**src/rtl/ysyx_cmu_redirect_if.sv**
```systemverilog
// ysyx_cmu_redirect_if
//   Bundles every non-clock/reset signal of the commit-unit redirect
//   sequencer.
//   - master modport: the surrounding pipeline. It drives the commit
//     broadcast, the cache done pulses and the IFU ready, and it observes
//     the recovery outputs.
//   - slave modport: ysyx_cmu_redirect itself.
//   Signal groups:
//     commit broadcast : cmt_valid, cmt_rpc, cmt_cpc, cmt_flush_pipe,
//                        cmt_fence_i, cmt_fence_time, cmt_time_trap, trap_vec
//     D-cache          : dc_drain_req / dc_drain_done
//     I-cache          : ic_inv_req / ic_inv_done
//     IFU              : flush, redirect_valid, redirect_pc, redirect_ready
//     status           : commit_stall, trap_epc, pmu_redirect, pmu_fence_i
`ifndef YSYX_XLEN
`define YSYX_XLEN 64
`endif

interface ysyx_cmu_redirect_if #(
  parameter int XLEN = `YSYX_XLEN
);
  logic            cmt_valid;
  logic [XLEN-1:0] cmt_rpc;
  logic [XLEN-1:0] cmt_cpc;
  logic            cmt_flush_pipe;
  logic            cmt_fence_i;
  logic            cmt_fence_time;
  logic            cmt_time_trap;
  logic [XLEN-1:0] trap_vec;

  logic            dc_drain_req;
  logic            dc_drain_done;
  logic            ic_inv_req;
  logic            ic_inv_done;

  logic            flush;
  logic            redirect_valid;
  logic [XLEN-1:0] redirect_pc;
  logic            redirect_ready;

  logic            commit_stall;
  logic [XLEN-1:0] trap_epc;
  logic [XLEN-1:0] pmu_redirect;
  logic [XLEN-1:0] pmu_fence_i;

  modport master (
    output cmt_valid, cmt_rpc, cmt_cpc, cmt_flush_pipe, cmt_fence_i,
           cmt_fence_time, cmt_time_trap, trap_vec,
           dc_drain_done, ic_inv_done, redirect_ready,
    input  dc_drain_req, ic_inv_req, flush, redirect_valid, redirect_pc,
           commit_stall, trap_epc, pmu_redirect, pmu_fence_i
  );

  modport slave (
    input  cmt_valid, cmt_rpc, cmt_cpc, cmt_flush_pipe, cmt_fence_i,
           cmt_fence_time, cmt_time_trap, trap_vec,
           dc_drain_done, ic_inv_done, redirect_ready,
    output dc_drain_req, ic_inv_req, flush, redirect_valid, redirect_pc,
           commit_stall, trap_epc, pmu_redirect, pmu_fence_i
  );
endinterface

```
**src/rtl/ysyx_cmu_redirect.sv**
```systemverilog
// ysyx_cmu_redirect
//   Recovery sequencer that sits behind the commit unit. When a retiring
//   instruction (or a pending timer trap) needs the pipeline redirected,
//   it runs the following steps in order:
//     1. a one-cycle flush;
//     2. an optional D-cache drain (fence, fence.i);
//     3. an optional I-cache invalidate (fence.i);
//     4. a redirect that is held toward the IFU until it is accepted.
//   commit_stall stays high for the whole sequence.
// Ports:
//   clock, reset : clock and synchronous active-high reset
//   cmu          : ysyx_cmu_redirect_if.slave. It carries the commit
//                  broadcast, the cache handshakes, the IFU redirect,
//                  trap_epc and the two PMU counters.
`ifndef YSYX_XLEN
`define YSYX_XLEN 64
`endif

module ysyx_cmu_redirect #(
  parameter int XLEN = `YSYX_XLEN
) (
  input  logic                 clock,
  input  logic                 reset,
  ysyx_cmu_redirect_if.slave   cmu
);

  typedef enum logic [2:0] {
    S_IDLE,
    S_FLUSH,
    S_DRAIN_DC,
    S_INV_IC,
    S_REDIRECT
  } state_t;

  typedef enum logic [1:0] {
    K_FLUSH,
    K_FENCE,
    K_FENCEI,
    K_TRAP
  } kind_t;

  state_t          state_q, state_d;
  kind_t           kind_q;
  logic [XLEN-1:0] target_q;
  logic [XLEN-1:0] epc_q;
  logic [XLEN-1:0] cnt_redirect_q;
  logic [XLEN-1:0] cnt_fence_i_q;

  logic            trigger;
  kind_t           trig_kind;
  logic [XLEN-1:0] trig_target;
  logic            handshake;

  // Event decode, highest priority first. The timer trap is level-sensitive
  // and does not need cmt_valid.
  always_comb begin
    trigger     = 1'b0;
    trig_kind   = K_FLUSH;
    trig_target = cmu.cmt_cpc;
    if (cmu.cmt_time_trap) begin
      trigger     = 1'b1;
      trig_kind   = K_TRAP;
      trig_target = cmu.trap_vec;
    end else if (cmu.cmt_valid) begin
      if (cmu.cmt_fence_i) begin
        trigger   = 1'b1;
        trig_kind = K_FENCEI;
      end else if (cmu.cmt_fence_time) begin
        trigger   = 1'b1;
        trig_kind = K_FENCE;
      end else if (cmu.cmt_flush_pipe) begin
        trigger   = 1'b1;
        trig_kind = K_FLUSH;
      end
    end
  end

  assign handshake = (state_q == S_REDIRECT) && cmu.redirect_ready;

  always_ff @(posedge clock) begin
    if (reset) begin
      state_q <= S_IDLE;
    end else begin
      state_q <= state_d;
    end
  end

  always_comb begin
    state_d = state_q;
    case (state_q)
      S_IDLE: begin
        if (trigger) state_d = S_FLUSH;
      end
      S_FLUSH: begin
        if (kind_q == K_FENCEI || kind_q == K_FENCE) state_d = S_DRAIN_DC;
        else                                         state_d = S_REDIRECT;
      end
      S_DRAIN_DC: begin
        if (cmu.dc_drain_done) begin
          state_d = (kind_q == K_FENCEI) ? S_INV_IC : S_REDIRECT;
        end
      end
      S_INV_IC: begin
        if (cmu.ic_inv_done) state_d = S_REDIRECT;
      end
      S_REDIRECT: begin
        if (cmu.redirect_ready) state_d = S_IDLE;
      end
      default: state_d = S_IDLE;
    endcase
  end

  // The target, kind and trap EPC are captured only when an event is
  // accepted in IDLE. Anything that retires while busy is wrong-path and
  // is dropped.
  always_ff @(posedge clock) begin
    if (reset) begin
      kind_q         <= K_FLUSH;
      target_q       <= '0;
      epc_q          <= '0;
      cnt_redirect_q <= '0;
      cnt_fence_i_q  <= '0;
    end else begin
      if (state_q == S_IDLE && trigger) begin
        kind_q   <= trig_kind;
        target_q <= trig_target;
        if (trig_kind == K_TRAP) epc_q <= cmu.cmt_rpc;
      end
      if (handshake) begin
        cnt_redirect_q <= cnt_redirect_q + 1'b1;
        if (kind_q == K_FENCEI) cnt_fence_i_q <= cnt_fence_i_q + 1'b1;
      end
    end
  end

  always_comb begin
    cmu.flush          = (state_q == S_FLUSH);
    cmu.dc_drain_req   = (state_q == S_DRAIN_DC);
    cmu.ic_inv_req     = (state_q == S_INV_IC);
    cmu.redirect_valid = (state_q == S_REDIRECT);
    cmu.redirect_pc    = target_q;
    cmu.commit_stall   = (state_q != S_IDLE);
    cmu.trap_epc       = epc_q;
    cmu.pmu_redirect   = cnt_redirect_q;
    cmu.pmu_fence_i    = cnt_fence_i_q;
  end

endmodule

```
**src/flat_wrapper.sv**
```systemverilog
// flat-port wrapper written by rule: the top's interface ports become plain ports
module ysyx_cmu_redirect_flat 
#(
  parameter int XLEN = `YSYX_XLEN
)
  (clock, reset, cmu_cmt_valid, cmu_cmt_rpc, cmu_cmt_cpc, cmu_cmt_flush_pipe, cmu_cmt_fence_i, cmu_cmt_fence_time, cmu_cmt_time_trap, cmu_trap_vec, cmu_dc_drain_done, cmu_ic_inv_done, cmu_redirect_ready, cmu_dc_drain_req, cmu_ic_inv_req, cmu_flush, cmu_redirect_valid, cmu_redirect_pc, cmu_commit_stall, cmu_trap_epc, cmu_pmu_redirect, cmu_pmu_fence_i);
  ysyx_cmu_redirect_if #(.XLEN(XLEN)) cmu_i ();
  input  logic clock;
  input  logic reset;
  input wire logic [$bits(cmu_i.cmt_valid)-1:0] cmu_cmt_valid;
  input wire logic [$bits(cmu_i.cmt_rpc)-1:0] cmu_cmt_rpc;
  input wire logic [$bits(cmu_i.cmt_cpc)-1:0] cmu_cmt_cpc;
  input wire logic [$bits(cmu_i.cmt_flush_pipe)-1:0] cmu_cmt_flush_pipe;
  input wire logic [$bits(cmu_i.cmt_fence_i)-1:0] cmu_cmt_fence_i;
  input wire logic [$bits(cmu_i.cmt_fence_time)-1:0] cmu_cmt_fence_time;
  input wire logic [$bits(cmu_i.cmt_time_trap)-1:0] cmu_cmt_time_trap;
  input wire logic [$bits(cmu_i.trap_vec)-1:0] cmu_trap_vec;
  input wire logic [$bits(cmu_i.dc_drain_done)-1:0] cmu_dc_drain_done;
  input wire logic [$bits(cmu_i.ic_inv_done)-1:0] cmu_ic_inv_done;
  input wire logic [$bits(cmu_i.redirect_ready)-1:0] cmu_redirect_ready;
  output wire logic [$bits(cmu_i.dc_drain_req)-1:0] cmu_dc_drain_req;
  output wire logic [$bits(cmu_i.ic_inv_req)-1:0] cmu_ic_inv_req;
  output wire logic [$bits(cmu_i.flush)-1:0] cmu_flush;
  output wire logic [$bits(cmu_i.redirect_valid)-1:0] cmu_redirect_valid;
  output wire logic [$bits(cmu_i.redirect_pc)-1:0] cmu_redirect_pc;
  output wire logic [$bits(cmu_i.commit_stall)-1:0] cmu_commit_stall;
  output wire logic [$bits(cmu_i.trap_epc)-1:0] cmu_trap_epc;
  output wire logic [$bits(cmu_i.pmu_redirect)-1:0] cmu_pmu_redirect;
  output wire logic [$bits(cmu_i.pmu_fence_i)-1:0] cmu_pmu_fence_i;
  assign cmu_i.cmt_valid = cmu_cmt_valid;
  assign cmu_i.cmt_rpc = cmu_cmt_rpc;
  assign cmu_i.cmt_cpc = cmu_cmt_cpc;
  assign cmu_i.cmt_flush_pipe = cmu_cmt_flush_pipe;
  assign cmu_i.cmt_fence_i = cmu_cmt_fence_i;
  assign cmu_i.cmt_fence_time = cmu_cmt_fence_time;
  assign cmu_i.cmt_time_trap = cmu_cmt_time_trap;
  assign cmu_i.trap_vec = cmu_trap_vec;
  assign cmu_i.dc_drain_done = cmu_dc_drain_done;
  assign cmu_i.ic_inv_done = cmu_ic_inv_done;
  assign cmu_i.redirect_ready = cmu_redirect_ready;
  assign cmu_dc_drain_req = cmu_i.dc_drain_req;
  assign cmu_ic_inv_req = cmu_i.ic_inv_req;
  assign cmu_flush = cmu_i.flush;
  assign cmu_redirect_valid = cmu_i.redirect_valid;
  assign cmu_redirect_pc = cmu_i.redirect_pc;
  assign cmu_commit_stall = cmu_i.commit_stall;
  assign cmu_trap_epc = cmu_i.trap_epc;
  assign cmu_pmu_redirect = cmu_i.pmu_redirect;
  assign cmu_pmu_fence_i = cmu_i.pmu_fence_i;
  ysyx_cmu_redirect #(.XLEN(XLEN)) u_core (.clock(clock), .reset(reset), .cmu(cmu_i));
endmodule
```
**config.mk**
```make
export PLATFORM = sky130hd
export DESIGN_NAME = ysyx_cmu_redirect_flat
export DESIGN_NICKNAME = d
export VERILOG_FILES = /design/src/rtl/ysyx_cmu_redirect_if.sv /design/src/rtl/ysyx_cmu_redirect.sv /design/src/flat_wrapper.sv
export SDC_FILE = /design/constraint.sdc
export NUM_CORES = 1
export LEC_CHECK = 0
export BUFFER_PORTS_ARGS = -buffer_cell sky130_fd_sc_hd__buf_4
export CAP_MARGIN = 0
export CORE_MARGIN = 8
export CORE_UTILIZATION = 43
export DETAILED_ROUTE_END_ITERATION = 6
export GPL_TIMING_DRIVEN = 0
export PLACE_DENSITY = 0.72
export SYNTH_ARGS = -nofsm -noshare
export SYNTH_HDL_FRONTEND = slang
export SYNTH_SLANG_ARGS = --single-unit
export TNS_END_PERCENT = 30
```
**constraint.sdc**
```tcl
create_clock -name clock -period 6.1 [get_ports clock]
set_clock_uncertainty 0.1 [all_clocks]
set_input_delay 0.61 -clock clock [delete_from_list [all_inputs] [get_ports clock]]
set_output_delay 0.61 -clock clock [all_outputs]
set_load 0.05 [all_outputs]
```
* Word-level counts from Yosys, hierarchy flattened
Index checks and enable logic that the tools add are counted.
Widths: inputs -> output; s select.
** Cells by class
- Shift operators :: 0
- Divide/modulo/power cells :: 0
- Reductions and logical operators :: 8
- Add/subtract/negate cells :: 2
- Mux-type cells :: 17
- Bitwise logic cells :: 0
- $mul :: 0
- Equal/unequal tests :: 11
- Order comparisons :: 0
** Operator list (count)
- $add 64x1->64 const B :: 2
- $mux 64 :: 1
- $mux 3 :: 6
- $pmux 3 s5 :: 1
- $eq 3x2->1 const B :: 2
- $mux 1 :: 6
- $mux 2 :: 3
- $ne 2x2->1 const B :: 3
- $eq 2x2->1 const B :: 2
- $reduce_and 2->1 :: 2
- $reduce_and 4->1 :: 1
- $eq 3x1->1 const B :: 1
- $eq 3x3->1 const B :: 1
- $logic_not 3->1 :: 1
- $reduce_bool 3->1 :: 1
- $eq 2x1->1 const B :: 1
- $logic_and 1x1->1 :: 2
- $ne 2x1->1 const B :: 1
- $logic_or 1x1->1 :: 1
** Word-level totals
- Word-level logic and storage cells :: 44
- Bits in latches :: 0
- Bits in registers :: 261
- Bits in read-only memories :: 0
- Memories :: 0
- Input bits :: 202
- Memory bits (writable) :: 0

* Depth between registers and ports, before layout
Gate-level depths: netlist (run 1).
- Depth in word-level cells :: 7
- Gate-level depth with buffers :: 9
- Mapped depth without buffers :: 7

* Least setup slack after synthesis (run 1)
No wires, ideal clock.
- Path type :: reg-to-reg
- From :: register u_core.cnt_redirect_q[6] (netlist: u_core.cmu.pmu_redirect[6])
- To :: register u_core.cnt_redirect_q[52] (netlist: u_core.cmu.pmu_redirect[52])
- Stages on the path, launching flop included :: 7
- Period minus slack after synthesis :: 2.630 ns
- Buffers on the path :: 1
- Setup slack :: 3.470 ns
- Required time :: 5.930 ns
- Arrival time :: 2.459 ns
- Cell sequence :: dfxtp_1 nand3_4 or3_1 buf_2 or4_4 or4_1 a21oi_1
** On the way
- Longest elaborated chain between the ends :: 1
** Ends and longest elaborated chain
- start, declared :: line ysyx_cmu_redirect.sv:46 : logic [XLEN-1:0] cnt_redirect_q;
- start signal, assigned :: line ysyx_cmu_redirect.sv:130 : cnt_redirect_q <= cnt_redirect_q + 1'b1;
- $add 64x1->64 :: line ysyx_cmu_redirect.sv:130
No other way between the ends.
A chain may end at the register's enable or synchronous reset.

* Final worst setup path (run 1)
- From :: register u_core.kind_q[0]
- To :: register u_core.cnt_fence_i_q[46] (netlist: u_core.cmu.pmu_fence_i[46])
** On the way
- Longest elaborated chain between the ends :: 2
** Ends and longest elaborated chain
- start, declared :: line ysyx_cmu_redirect.sv:43 : kind_t kind_q;
- start signal, assigned :: line ysyx_cmu_redirect.sv:125 : kind_q <= trig_kind;
- $eq 2x2->1 :: line ysyx_cmu_redirect.sv:131 : if (kind_q == K_FENCEI) cnt_fence_i_q <= cnt_fence_i_q + 1'b1;
- $reduce_and 2->1 (no line)
- end signal, assigned :: line ysyx_cmu_redirect.sv:131
- end, declared :: line ysyx_cmu_redirect.sv:47 : logic [XLEN-1:0] cnt_fence_i_q;
No other way between the ends.

==> flow_metrics.py, run 1 <==
metrics = {
    "status": {
        "status": "finished clean",
    },
    "final_layout": {
        "syn_to_final_growth_pct": 42.5,
        "fillers": 2258,
        "drive_gt1_share_pct": 29.0,
        "nets": 2046,
        "design_area_um2": 16300,
    },
    "power_and_ir_drop": {
        "leakage_nw": 6.69,
        "p_switching_mw": 2.64,
        "internal_power_mw": 3.75,
        "p_sw_share_pct": 41.4,
        "p_per_area_nw_per_um2": 392,
        "pwr-share-comb_pct": 39.2,
        "p_clk_share_pct": 27.4,
        "pwr-share-seq_pct": 33.4,
        "ir_drop_mv": 0.313,
    },
    "logic_synthesis": {
        "synth-main-ff-cell": "dfxtp_1",
        "syn_nets": 1554,
        "netlist_area_um2": 11400,
        "yosys_register_bits": 261,
        "synthMuxAreaShare_pct": 5.69,
        "synth_common_cells": "dfxtp_1 (261), nand2_1 (176), nor2_1 (146)",
        "avgSynthCellArea_um2": 8.48,
        "yosys-top-cells-area": "dfxtp_1 (46%), a21oi_1 (5.9%), nand2_1 (5.8%)",
        "synth_cells": 1349,
        "synthAdderAreaFrac_pct": 0.328,
        "ys_warn_count": 0,
        "synth_top_area_cell": "dfxtp_1",
        "synth_async_sr_flop_share_pct": 0,
        "yosys.cell_types.count": 49,
        "yosysTopAreaCellShare_pct": 45.7,
        "synth_edf_count": 0,
        "synth_compound_area_share_pct": 14.0,
        "synth_top_family_by_area": "simple AND/OR/NAND/NOR gates",
        "post-synth-top-count-cell": "dfxtp_1",
        "synth_simple_gate_area_share_pct": 25.9,
        "synth_xor_area_share_pct": 4.75,
        "ys_seq_area_share_pct": 45.7,
    },
    "detailed_routing": {
        "drt_iter0_drc": 779,
        "post_drt_wl_per_cell_um": 20.6,
        "ant_nets": 0,
        "wirelength_um": 45500,
        "routed-via-count": 12000,
        "drc": 0,
        "drt-pass1-iter-count": 5,
        "via_per_inst": 5.45,
    },
    "sta": {
        "period_share_pct": 48.8,
        "setup_violations": 0,
        "rsz0062_at_grt": "false",
        "finalMaxSlewViolations": 0,
        "fmax_ghz": 0.336,
        "timing.hold.ws_ns": 0.221,
        "hold_viol_final": 0,
        "min_period_ns": 2.97,
        "slew_headroom_pct": 43.2,
        "worst_pin_slew_ns": 0.846,
        "setup-tns-final_ns": 0,
    },
    "setup_path": {
        "r2r-end": "u_core.cmu.pmu_fence_i[46]$_SDFFE_PP0P_",
        "ff2ff_setup_slack_ns": 3.13,
        "r2r_cells": 8,
        "crit_required_ns": 6.46,
        "criticalPathCategory": "reg2reg",
        "critPathMaxStageDelay_ns": 0.63,
        "end_kind": "flip-flop",
        "start_kind": "flip-flop",
        "cp_max_fo": 9,
        "worstPathArrival_ns": 3.33,
        "critPathSlowestCell": "or4_1",
        "r2r_start": "u_core.kind_q[0]$_SDFFE_PP0P_",
        "path_cells": "inv_1 -> ha_1 -> clkbuf_1 -> nand3_1 -> nor3_2 -> nand4_1 -> or4_1 -> a21oi_1",
    },
    "clock_tree": {
        "clock_path_buffers": 3,
        "hold_buffers": 0,
        "cts_resized": 0,
        "cts_setup_buffers": 0,
        "cts.sink_count": 261,
        "insertion_delay_ns": 0.53,
        "cts_tree": "yes",
        "path_clk_slew_ns": 0.06,
        "cts_buffers": 29,
        "h-tree-depth": 1,
        "clockRootBuffer": "clkbuf_16",
    },
    "floorplanning": {
        "fp.dieArea_um2": 32100,
        "num_rows": 59,
        "ios": 463,
        "die_w_um": 179,
        "core_um2": 26100,
        "chipHeight_um": 179,
        "start_util_pct": 43.9,
    },
    "min_path": {
        "whs_endpoint": "u_core.cmu.trap_epc[20]$_SDFFE_PP0P_",
        "min_path_cells": 3,
        "hold_start": "cmu_cmt_rpc[20]",
        "hold_path.class": "in2reg",
    },
    "place": {
        "io_buffers": 461,
        "gp_congestion": 0.933,
        "placed_area_um2": 15300,
        "dp_hpwl_um": 36200,
    },
    "global_routing": {
        "grt_pass1_wl_um": 67400,
        "grt_max_degree": 14,
        "grt_pass1_vias": 11600,
        "grt_overflow": 0,
        "grt_util_all_layers_pct": 26.8,
        "antenna_found_initial": 10,
    },
    "flow_run": {
        "drv_cap": 0,
    },
}
==> stage by stage <==
step | worst slack, ns | util (%) | total power, mW | instances
2_1_floorplan | 3.47 | - | 3.80 | 1349
3_3_place_gp | 3.06 | 58.8 | 4.64 | 2145
3_5_place_dp | 3.06 | 58.8 | 4.67 | 2145
4_1_cts | 3.20 | 62.5 | 6.42 | 2197
5_1_grt | 2.84 | 62.5 | 6.68 | 2206
6_report | 3.13 | 62.5 | 6.39 | 2206
==> power groups by stage <==
stage          clock network [mW]  registers [mW]  logic [mW]
2_1_floorplan                   0            3.04       0.758
3_3_place_gp                    0            2.15        2.49
3_5_place_dp                    0            2.16        2.50
4_1_cts                      1.78            2.13        2.51
5_1_grt                      1.86            2.16        2.66
6_report                     1.75            2.14        2.50
==> registers in the layout, indices dropped and copies added (netlist names) <==
register and flops:
u_core.kind_q 2, u_core.cmu.redirect_pc 64, u_core.cmu.pmu_redirect 64, u_core.state_q 3, u_core.cmu.trap_epc 64, u_core.cmu.pmu_fence_i 64
==> per-layer routing <==
metal | track usage, % | wire, um
met4 | 9.20 | 1360
met2 | 46.8 | 22900
met5 | 0 | 13
met1 | 30.8 | 17200
met3 | 7.79 | 3990
==> layout by cell type (no fill, tap or decap), types with 17 or more instances in the layout <==
| cell type | n |
|---|---|
| or3_1 | 39 |
| clkbuf_1 | 78 |
| or4_1 | 24 |
| inv_1 | 19 |
| nor4_1 | 18 |
| buf_4 | 463 |
| nor2_1 | 146 |
| o21ai_0 | 44 |
| xor2_1 | 32 |
| xnor2_1 | 30 |
| o31ai_1 | 21 |
| a21oi_1 | 134 |
| clkbuf_16 | 29 |
| dfxtp_1 | 261 |
| nand3_1 | 43 |
| nand4_1 | 57 |
| nand2_1 | 176 |
| mux2i_1 | 65 |
| a211oi_1 | 66 |
| nor3_1 | 17 |
==> cell type report <==
| class | instances | area, um^2 | area share [%] |
|---|---|---|---|
| Multi-Input combinational cell | 984 | 5790 | 35.5 |
| Sequential cell | 261 | 5230 | 32.1 |
| Timing Repair Buffer | 461 | 3460 | 21.2 |
| Clock buffer | 45 | 896 | 5.50 |
| Tap cell | 335 | 419 | 2.57 |
| Buffer | 85 | 347 | 2.13 |
| Inverter | 19 | 71.3 | 0.438 |
| Clock inverter | 7 | 62.6 | 0.384 |
| Antenna cell | 9 | 22.5 | 0.138 |
==> worst max-delay path: cells and delay by family, from the launching register on <==
family / cells / cell delay [ns]
AO/OA/AOI/OAI: 1 / 0.16
adder cells (fa/ha/maj): 1 / 0.13
buffers and inverters: 2 / 0.41
flip-flops: 1 / 0.31
AND/OR/NAND/NOR: 4 / 1.78
==> cell families after synthesis <==
kind of cell,count (synthesis)
AOI/OAI and AO/OA,271
buffers and inverters,104
DFF,261
muxes,65
adders and majority gates,3
xor gates and xnor gates,62
and+or+nand+nor,583
==> worst max path at each step <==
stage | end | cells past startpoint | start | slack [ns]
2_1_floorplan | u_core.cmu.pmu_redirect[52]$_SDFFE_PP0P_ | 6 | u_core.cmu.pmu_redirect[6]$_SDFFE_PP0P_ | 3.47
3_3_place_gp | u_core.cmu.pmu_redirect[48]$_SDFFE_PP0P_ | 7 | cmu_redirect_ready | 3.06
3_5_place_dp | u_core.cmu.pmu_redirect[48]$_SDFFE_PP0P_ | 7 | cmu_redirect_ready | 3.06
4_1_cts | u_core.cmu.pmu_fence_i[46]$_SDFFE_PP0P_ | 8 | u_core.kind_q[0]$_SDFFE_PP0P_ | 3.20
5_1_grt | u_core.cmu.pmu_fence_i[56]$_SDFFE_PP0P_ | 8 | u_core.kind_q[0]$_SDFFE_PP0P_ | 2.84
6_report | u_core.cmu.pmu_fence_i[46]$_SDFFE_PP0P_ | 8 | u_core.kind_q[0]$_SDFFE_PP0P_ | 3.13
No activity file was read; power rests on OpenSTA's default activity.
==> run 2: changes to the inputs <==
--- a/config.mk
+++ b/config.mk
@@ -5,13 +5,15 @@
 export SDC_FILE = /design/constraint.sdc
 export NUM_CORES = 1
 export LEC_CHECK = 0
+export ABC_AREA = 1
 export BUFFER_PORTS_ARGS = -buffer_cell sky130_fd_sc_hd__buf_4
 export CAP_MARGIN = 0
+export CORE_ASPECT_RATIO = 1.75
 export CORE_MARGIN = 8
 export CORE_UTILIZATION = 43
 export DETAILED_ROUTE_END_ITERATION = 6
 export GPL_TIMING_DRIVEN = 0
-export PLACE_DENSITY = 0.72
+export PLACE_DENSITY = 0.74
 export SYNTH_ARGS = -nofsm -noshare
 export SYNTH_HDL_FRONTEND = slang
 export SYNTH_SLANG_ARGS = --single-unit
==> constraint.sdc (replaced) <==
create_clock -name clock -period 2.7 [get_ports clock]
set_clock_uncertainty 0.1 [all_clocks]
set_input_delay 0.27 -clock clock [delete_from_list [all_inputs] [get_ports clock]]
set_output_delay 0.27 -clock clock [all_outputs]
set_load 0.05 [all_outputs]
==> run 2 against run 1 <==
Sequential cell count unchanged. Register-to-register slack got worse by 3.0 ns. Largest cell class unchanged. Combinational power increased to 2.8 times the previous value. Fmax increased by 15%. Critical endpoint is now u_core.cmu.redirect_pc[39]$_SDFFE_PP0P_. Hold slack got worse by 0.13 ns. Sequential share of layout area decreased by 5.1 points. Synthesized cell count increased by 44%. Largest power group unchanged. Non-clock buffer count increased by 189. Sequential power increased by 130%.
==> flow_metrics.py, run 2 <==
metrics = {
    "detailed_routing": {
        "wirelength_um": 69400,
        "ant_nets": 0,
        "routed-via-count": 16700,
        "drt_iter0_drc": 1322,
        "drt-pass1-iter-count": 6,
        "via_per_inst": 5.51,
        "post_drt_wl_per_cell_um": 22.9,
        "drc": 0,
    },
    "power_and_ir_drop": {
        "pwr-share-comb_pct": 43.9,
        "ir_drop_mv": 0.791,
        "internal_power_mw": 8.93,
        "p_sw_share_pct": 43.1,
        "p_switching_mw": 6.76,
        "leakage_nw": 8.26,
        "p_per_area_nw_per_um2": 809,
        "p_clk_share_pct": 24.5,
        "pwr-share-seq_pct": 31.5,
    },
    "logic_synthesis": {
        "ys_seq_area_share_pct": 41.5,
        "synth_edf_count": 0,
        "ys_warn_count": 0,
        "synth_top_area_cell": "dfxtp_1",
        "synth_async_sr_flop_share_pct": 0,
        "netlist_area_um2": 12600,
        "avgSynthCellArea_um2": 6.49,
        "yosys-top-cells-area": "dfxtp_1 (41%), nand2_1 (17%), nor2_1 (10%)",
        "synth_common_cells": "nand2_1 (559), nor2_1 (337), dfxtp_1 (261)",
        "syn_nets": 2147,
        "yosysTopAreaCellShare_pct": 41.5,
        "yosys_register_bits": 261,
        "synth-main-ff-cell": "dfxtp_1",
        "synth_cells": 1942,
        "yosys.cell_types.count": 34,
        "post-synth-top-count-cell": "nand2_1",
    },
    "final_layout": {
        "fillers": 2461,
        "layout_common_cells": "nand2_1 (559), buf_4 (463), nor2_1 (337), dfxtp_1 (261), dlygate4sd3_1 (195)",
        "nets": 2832,
        "drive_gt1_share_pct": 20.7,
        "final_cells": 3030,
        "final_common_cell": "nand2_1",
        "syn_to_final_growth_pct": 53.9,
    },
    "clock_tree": {
        "clockRootBuffer": "clkbuf_16",
        "insertion_delay_ns": 0.55,
        "cts_tree": "yes",
        "cts_buffers": 26,
        "h-tree-depth": 1,
        "cts.sink_count": 261,
        "clock_path_buffers": 3,
        "path_clk_slew_ns": 0.07,
    },
    "setup_path": {
        "crit_required_ns": 3.03,
        "cp_max_fo": 10,
        "end_kind": "flip-flop",
        "start_kind": "flip-flop",
        "worstPathArrival_ns": 2.91,
        "criticalPathCategory": "reg2reg",
    },
    "floorplanning": {
        "ios": 463,
        "num_rows": 83,
        "die_w_um": 145,
        "start_util_pct": 43.3,
        "chipHeight_um": 242,
        "fp.dieArea_um2": 35300,
        "core_um2": 29100,
    },
    "global_routing": {
        "grt_overflow": 0,
        "antenna_found_initial": 4,
        "grt_max_degree": 16,
        "grt_util_all_layers_pct": 37.3,
        "grt_pass1_wl_um": 102000,
        "grt_pass1_vias": 16700,
    },
    "sta": {
        "hold_viol_final": 0,
        "period_share_pct": 95.5,
        "min_period_ns": 2.58,
        "setup-tns-final_ns": 0,
        "rsz0062_at_grt": "false",
        "slew_headroom_pct": 39.4,
        "finalMaxSlewViolations": 0,
        "setup_violations": 0,
        "fmax_ghz": 0.388,
        "worst_pin_slew_ns": 0.910,
    },
    "flow_run": {
        "drv_cap": 0,
    },
    "place": {
        "place_inst": 2786,
        "io_buffers": 462,
        "dp_hpwl_um": 53000,
        "gp_congestion": 1.05,
    },
    "min_path": {
        "hold_path.class": "in2reg",
    },
    "status": {
        "status": "finished clean",
    },
}
==> run 2: cell count changes after synthesis, moves of 66 or more <==
cell and change:
nand2_1 +383, nor2_1 +191, inv_1 +115, nand3_1 +112, a31oi_1 +68, a211oi_1 -66
==> run 2: area by class of cell <==
class | instances | area [um^2] | share of cell area, %
repair buffers | 657 | 5420 | 28.0
well taps | 382 | 478 | 2.47
diodes | 2 | 5.00 | 0.0258
inverters | 137 | 514 | 2.65
multi-input cells | 1466 | 6540 | 33.7
clock inverters | 10 | 119 | 0.613
clock buffers | 37 | 763 | 3.94
flip-flops and latches | 261 | 5230 | 26.9
plain buffers | 78 | 327 | 1.68
==> run 2: kinds of logic after synthesis <==
logic type | Yosys count | share of synthesized area [%]
AOI/OAI and AO/OA | 315 | 13.4
adders and majority gates | 3 | 0.298
buffers and inverters | 215 | 6.65
and+or+nand+nor | 1136 | 37.3
xor gates and xnor gates | 12 | 0.834
DFF | 261 | 41.5
==> run 2: per-stage QoR <==
stage / hold WS [ns] / instance area [um^2] / worst slack, ns / util, % / power [mW]
2_1_floorplan: 0.331 / 12600 / 0.395 / - / 8.73
3_3_place_gp: 0.349 / 16500 / 0.382 / 56.9 / 10.9
3_5_place_dp: 0.352 / 16500 / 0.319 / 56.9 / 10.9
4_1_cts: 0.0582 / 19400 / 0.180 / 66.7 / 15.4
5_1_grt: 0.137 / 19400 / 0.00670 / 66.7 / 16.2
6_report: 0.0873 / 19400 / 0.120 / 66.7 / 15.7
==> run 2: worst paths after layout <==
kind	slack (ns)	start	cells past startpoint	end
max	0.12	u_core.state_q[0]$_SDFFE_PP0P_	9	u_core.cmu.redirect_pc[39]$_SDFFE_PP0P_
max reg2reg	0.12	u_core.state_q[0]$_SDFFE_PP0P_	9	u_core.cmu.redirect_pc[39]$_SDFFE_PP0P_
min	0.09	cmu_dc_drain_done	6	u_core.state_q[1]$_SDFFE_PP0P_
min reg2reg	0.36	u_core.cmu.trap_epc[37]$_SDFFE_PP0P_	2	u_core.cmu.trap_epc[37]$_SDFFE_PP0P_
==> run 2: routing by layer <==
layer | track usage, % | share of wire, % | vias up
met3 | 8.84 | 8.9 | 276
met1 | 37.1 | 33 | 7724
met2 | 66.9 | 50 | 961
met5 | 0 | 0.033 | -
li1 | - | - | 7723
met4 | 26.5 | 7.9 | 4
==> run 2: critical path, stage by stage, from the launching register on <==
cell and delay (ns):
dfxtp_1 0.34, nor2_4 0.19, nand2_1 0.18, inv_2 0.11
nand2_1 0.09, inv_2 0.09, buf_4 0.19, clkbuf_1 0.39
a31oi_1 0.14, dlygate4sd3_1 0.63
==> run 2: power groups by stage <==
stage	clock, mW	combinational, mW	sequential [mW]
6_report	3.85	6.89	4.95
5_1_grt	4.01	7.15	4.99
4_1_cts	3.87	6.67	4.88
3_5_place_dp	0	5.96	4.95
3_3_place_gp	0	5.91	4.94
2_1_floorplan	0	1.69	7.04
==> run 2: repair_timing <==
item | 4_1_cts | 5_1_grt
resized for setup | 0 | 5
buffers inserted | 0 | 0
endpoints found under the hold margin | 130 | 0
hold buffers | 195 | 0
setup endpoints to repair | 0 | 4
==> run 3: changes to the inputs <==
--- a/config.mk
+++ b/config.mk
@@ -5,15 +5,13 @@
 export SDC_FILE = /design/constraint.sdc
 export NUM_CORES = 1
 export LEC_CHECK = 0
-export ABC_AREA = 1
 export BUFFER_PORTS_ARGS = -buffer_cell sky130_fd_sc_hd__buf_4
 export CAP_MARGIN = 0
-export CORE_ASPECT_RATIO = 1.75
 export CORE_MARGIN = 8
 export CORE_UTILIZATION = 43
 export DETAILED_ROUTE_END_ITERATION = 6
 export GPL_TIMING_DRIVEN = 0
-export PLACE_DENSITY = 0.74
+export PLACE_DENSITY = 0.75
 export SYNTH_ARGS = -nofsm -noshare
 export SYNTH_HDL_FRONTEND = slang
 export SYNTH_SLANG_ARGS = --single-unit
==> run 3 against run 2 <==
Clock power is 7.0% higher. Final area down 6.3%. Wire length fell by 25%. Hold slack lost 0.086 ns. Sequential power is 2% lower. Setup slack lost 0.030 ns. Global-route usage decreased by 7.0 points.
==> flow_metrics.py, run 3 (same netlist as run 1, synthesis figures left out) <==
metrics = {
    "sta": {
        "finalMaxSlewViolations": 0,
        "min_period_ns": 2.61,
        "slew_headroom_pct": 39.3,
        "worst_pin_slew_ns": 0.911,
        "hold_viol_final": 0,
        "period_share_pct": 96.6,
        "fmax_ghz": 0.383,
        "setup_slack_ns": 0.0905,
        "setup_violations": 0,
    },
    "place": {
        "io_buffers": 461,
        "dp_hpwl_um": 36300,
        "pre_cts_ws_ns": -0.242,
        "gp_congestion": 0.945,
        "placed_area_um2": 15300,
        "place_inst": 2145,
    },
    "power_and_ir_drop": {
        "p_clk_share_pct": 27.2,
        "internal_power_mw": 8.76,
        "p_sw_share_pct": 42.2,
        "ir_drop_mv": 0.590,
        "pwr-share-comb_pct": 40.6,
        "leakage_nw": 7.52,
        "p_switching_mw": 6.39,
        "pwr-share-seq_pct": 32.1,
        "p_per_area_nw_per_um2": 833,
    },
    "detailed_routing": {
        "wirelength_um": 51900,
        "ant_nets": 0,
        "post_drt_wl_per_cell_um": 21.7,
        "drt_iter0_drc": 1143,
        "via_per_inst": 5.66,
        "routed-via-count": 13500,
        "drc": 0,
        "drt-pass1-iter-count": 6,
    },
    "min_path": {
        "hold_path.class": "in2reg",
    },
    "setup_path": {
        "worstPathArrival_ns": 2.94,
        "criticalPathCategory": "reg2reg",
        "crit_required_ns": 3.03,
        "end_kind": "flip-flop",
        "cp_max_fo": 10,
        "start_kind": "flip-flop",
    },
    "clock_tree": {
        "path_clk_slew_ns": 0.06,
        "cts_tree": "yes",
        "cts_buffers": 30,
        "clock_path_buffers": 3,
        "clockRootBuffer": "clkbuf_16",
        "cts.sink_count": 261,
        "insertion_delay_ns": 0.56,
        "h-tree-depth": 1,
    },
    "flow_run": {
        "drv_cap": 0,
    },
    "floorplanning": {
        "die_w_um": 179,
        "chipHeight_um": 179,
        "num_rows": 59,
        "fp.dieArea_um2": 32100,
        "start_util_pct": 43.9,
        "core_um2": 26100,
        "ios": 463,
    },
    "final_layout": {
        "final_common_cell": "buf_4",
        "final_cells": 2391,
        "drive_gt1_share_pct": 27.4,
        "design_area_um2": 18200,
        "syn_to_final_growth_pct": 58.9,
        "fillers": 1886,
        "multiInputGateArea_um2": 5850,
        "nets": 2225,
        "regArea_um2": 5230,
        "layout_common_cells": "buf_4 (470), dfxtp_1 (260), nand2_1 (176), dlygate4sd3_1 (172), nor2_1 (145)",
    },
    "global_routing": {
        "grt_pass1_vias": 13500,
        "grt_pass1_wl_um": 76600,
        "antenna_found_initial": 14,
        "grt_max_degree": 15,
        "grt_util_all_layers_pct": 30.3,
        "grt_overflow": 0,
    },
    "status": {
        "status": "finished clean",
    },
}
==> run 3: cell count changes in the layout (fill, tap and decap cells not counted), moves of 66 or more <==
| cell | before | now |
|---|---|---|
| a211oi_1 | 0 | 66 |
| a31oi_1 | 68 | 0 |
| inv_1 | 134 | 19 |
| nand2_1 | 559 | 176 |
| nand3_1 | 155 | 43 |
| nor2_1 | 337 | 145 |
==> run 3: path summary, 6_finish.rpt <==
path,endpoint,cells past startpoint,slack (ns),from
setup / recovery,u_core.cmu.redirect_pc[22]$_SDFFE_PP0P_,7,0.09,u_core.state_q[2]$_SDFFE_PP0P_
hold / removal,u_core.cmu.redirect_pc[47]$_SDFFE_PP0P_,3,0.002,cmu_trap_vec[47]
setup reg to reg,u_core.cmu.redirect_pc[22]$_SDFFE_PP0P_,7,0.09,u_core.state_q[2]$_SDFFE_PP0P_
hold reg to reg,u_core.cmu.trap_epc[55]$_SDFFE_PP0P_,2,0.36,u_core.cmu.trap_epc[55]$_SDFFE_PP0P_
==> run 3: power by group through the flow <==
stage                     combinational [mW]  clock (mW)  sequential, mW
after floorplan                         1.71           0            6.88
after global placement                  5.61           0            4.85
after detailed placement                5.67           0            4.88
after CTS                               5.90        4.15            4.81
after global routing                    6.41        4.32            4.92
final                                   6.15        4.12            4.87
==> run 3: repair_timing <==
| item | CTS | global route |
|---|---|---|
| setup endpoints to repair | 22 | 118 |
| pin swaps | 2 | 6 |
| hold buffers | 171 | 1 |
| cloned | 0 | 0 |
| hold endpoints to repair | 122 | 1 |
| resized for setup | 2 | 17 |
| setup buffers | 4 | 3 |
==> run 3: routing by layer <==
metal,part of all wire (%),GRT usage [%],vias up,routed length [um]
met5,0,0,-,0
met4,6.8,20.4,0,3520
met3,9.2,7.88,172,4760
met2,48,51.4,739,25100
met1,36,33.0,6426,18600
li1,-,-,6198,-
==> run 3: worst max-delay path, cell delays in order (launching register included) <==
cell	delay [ns]
dfxtp_1	0.29
buf_4	0.16
or3_1	0.39
clkbuf_1	0.20
a21oi_1	0.36
clkbuf_1	0.50
nor2_1	0.12
a211oi_1	0.38
==> run 3: area by class of cell <==
class | count | share of cell area (%)
Clock inverter | 15 | 0.854
Inverter | 19 | 0.392
Sequential cell | 261 | 28.8
Antenna cell | 14 | 0.193
Clock buffer | 39 | 4.60
Timing Repair Buffer | 640 | 28.8
Buffer | 84 | 1.91
Tap cell | 335 | 2.31
Multi-Input combinational cell | 984 | 32.2
==> run 3: through the flow <==
stage / utilization, % / total power, mW / setup TNS [ns] / hold slack (ns)
after floorplan: - / 8.59 / 0 / 0.306
after global placement: 58.8 / 10.5 / -0.915 / 0.343
after detailed placement: 58.8 / 10.5 / -1.65 / 0.347
after CTS: 69.3 / 14.9 / -0.0300 / 0.00332
after global routing: 69.8 / 15.6 / -0.0340 / 0.00455
final: 69.8 / 15.1 / 0 / 0.00174
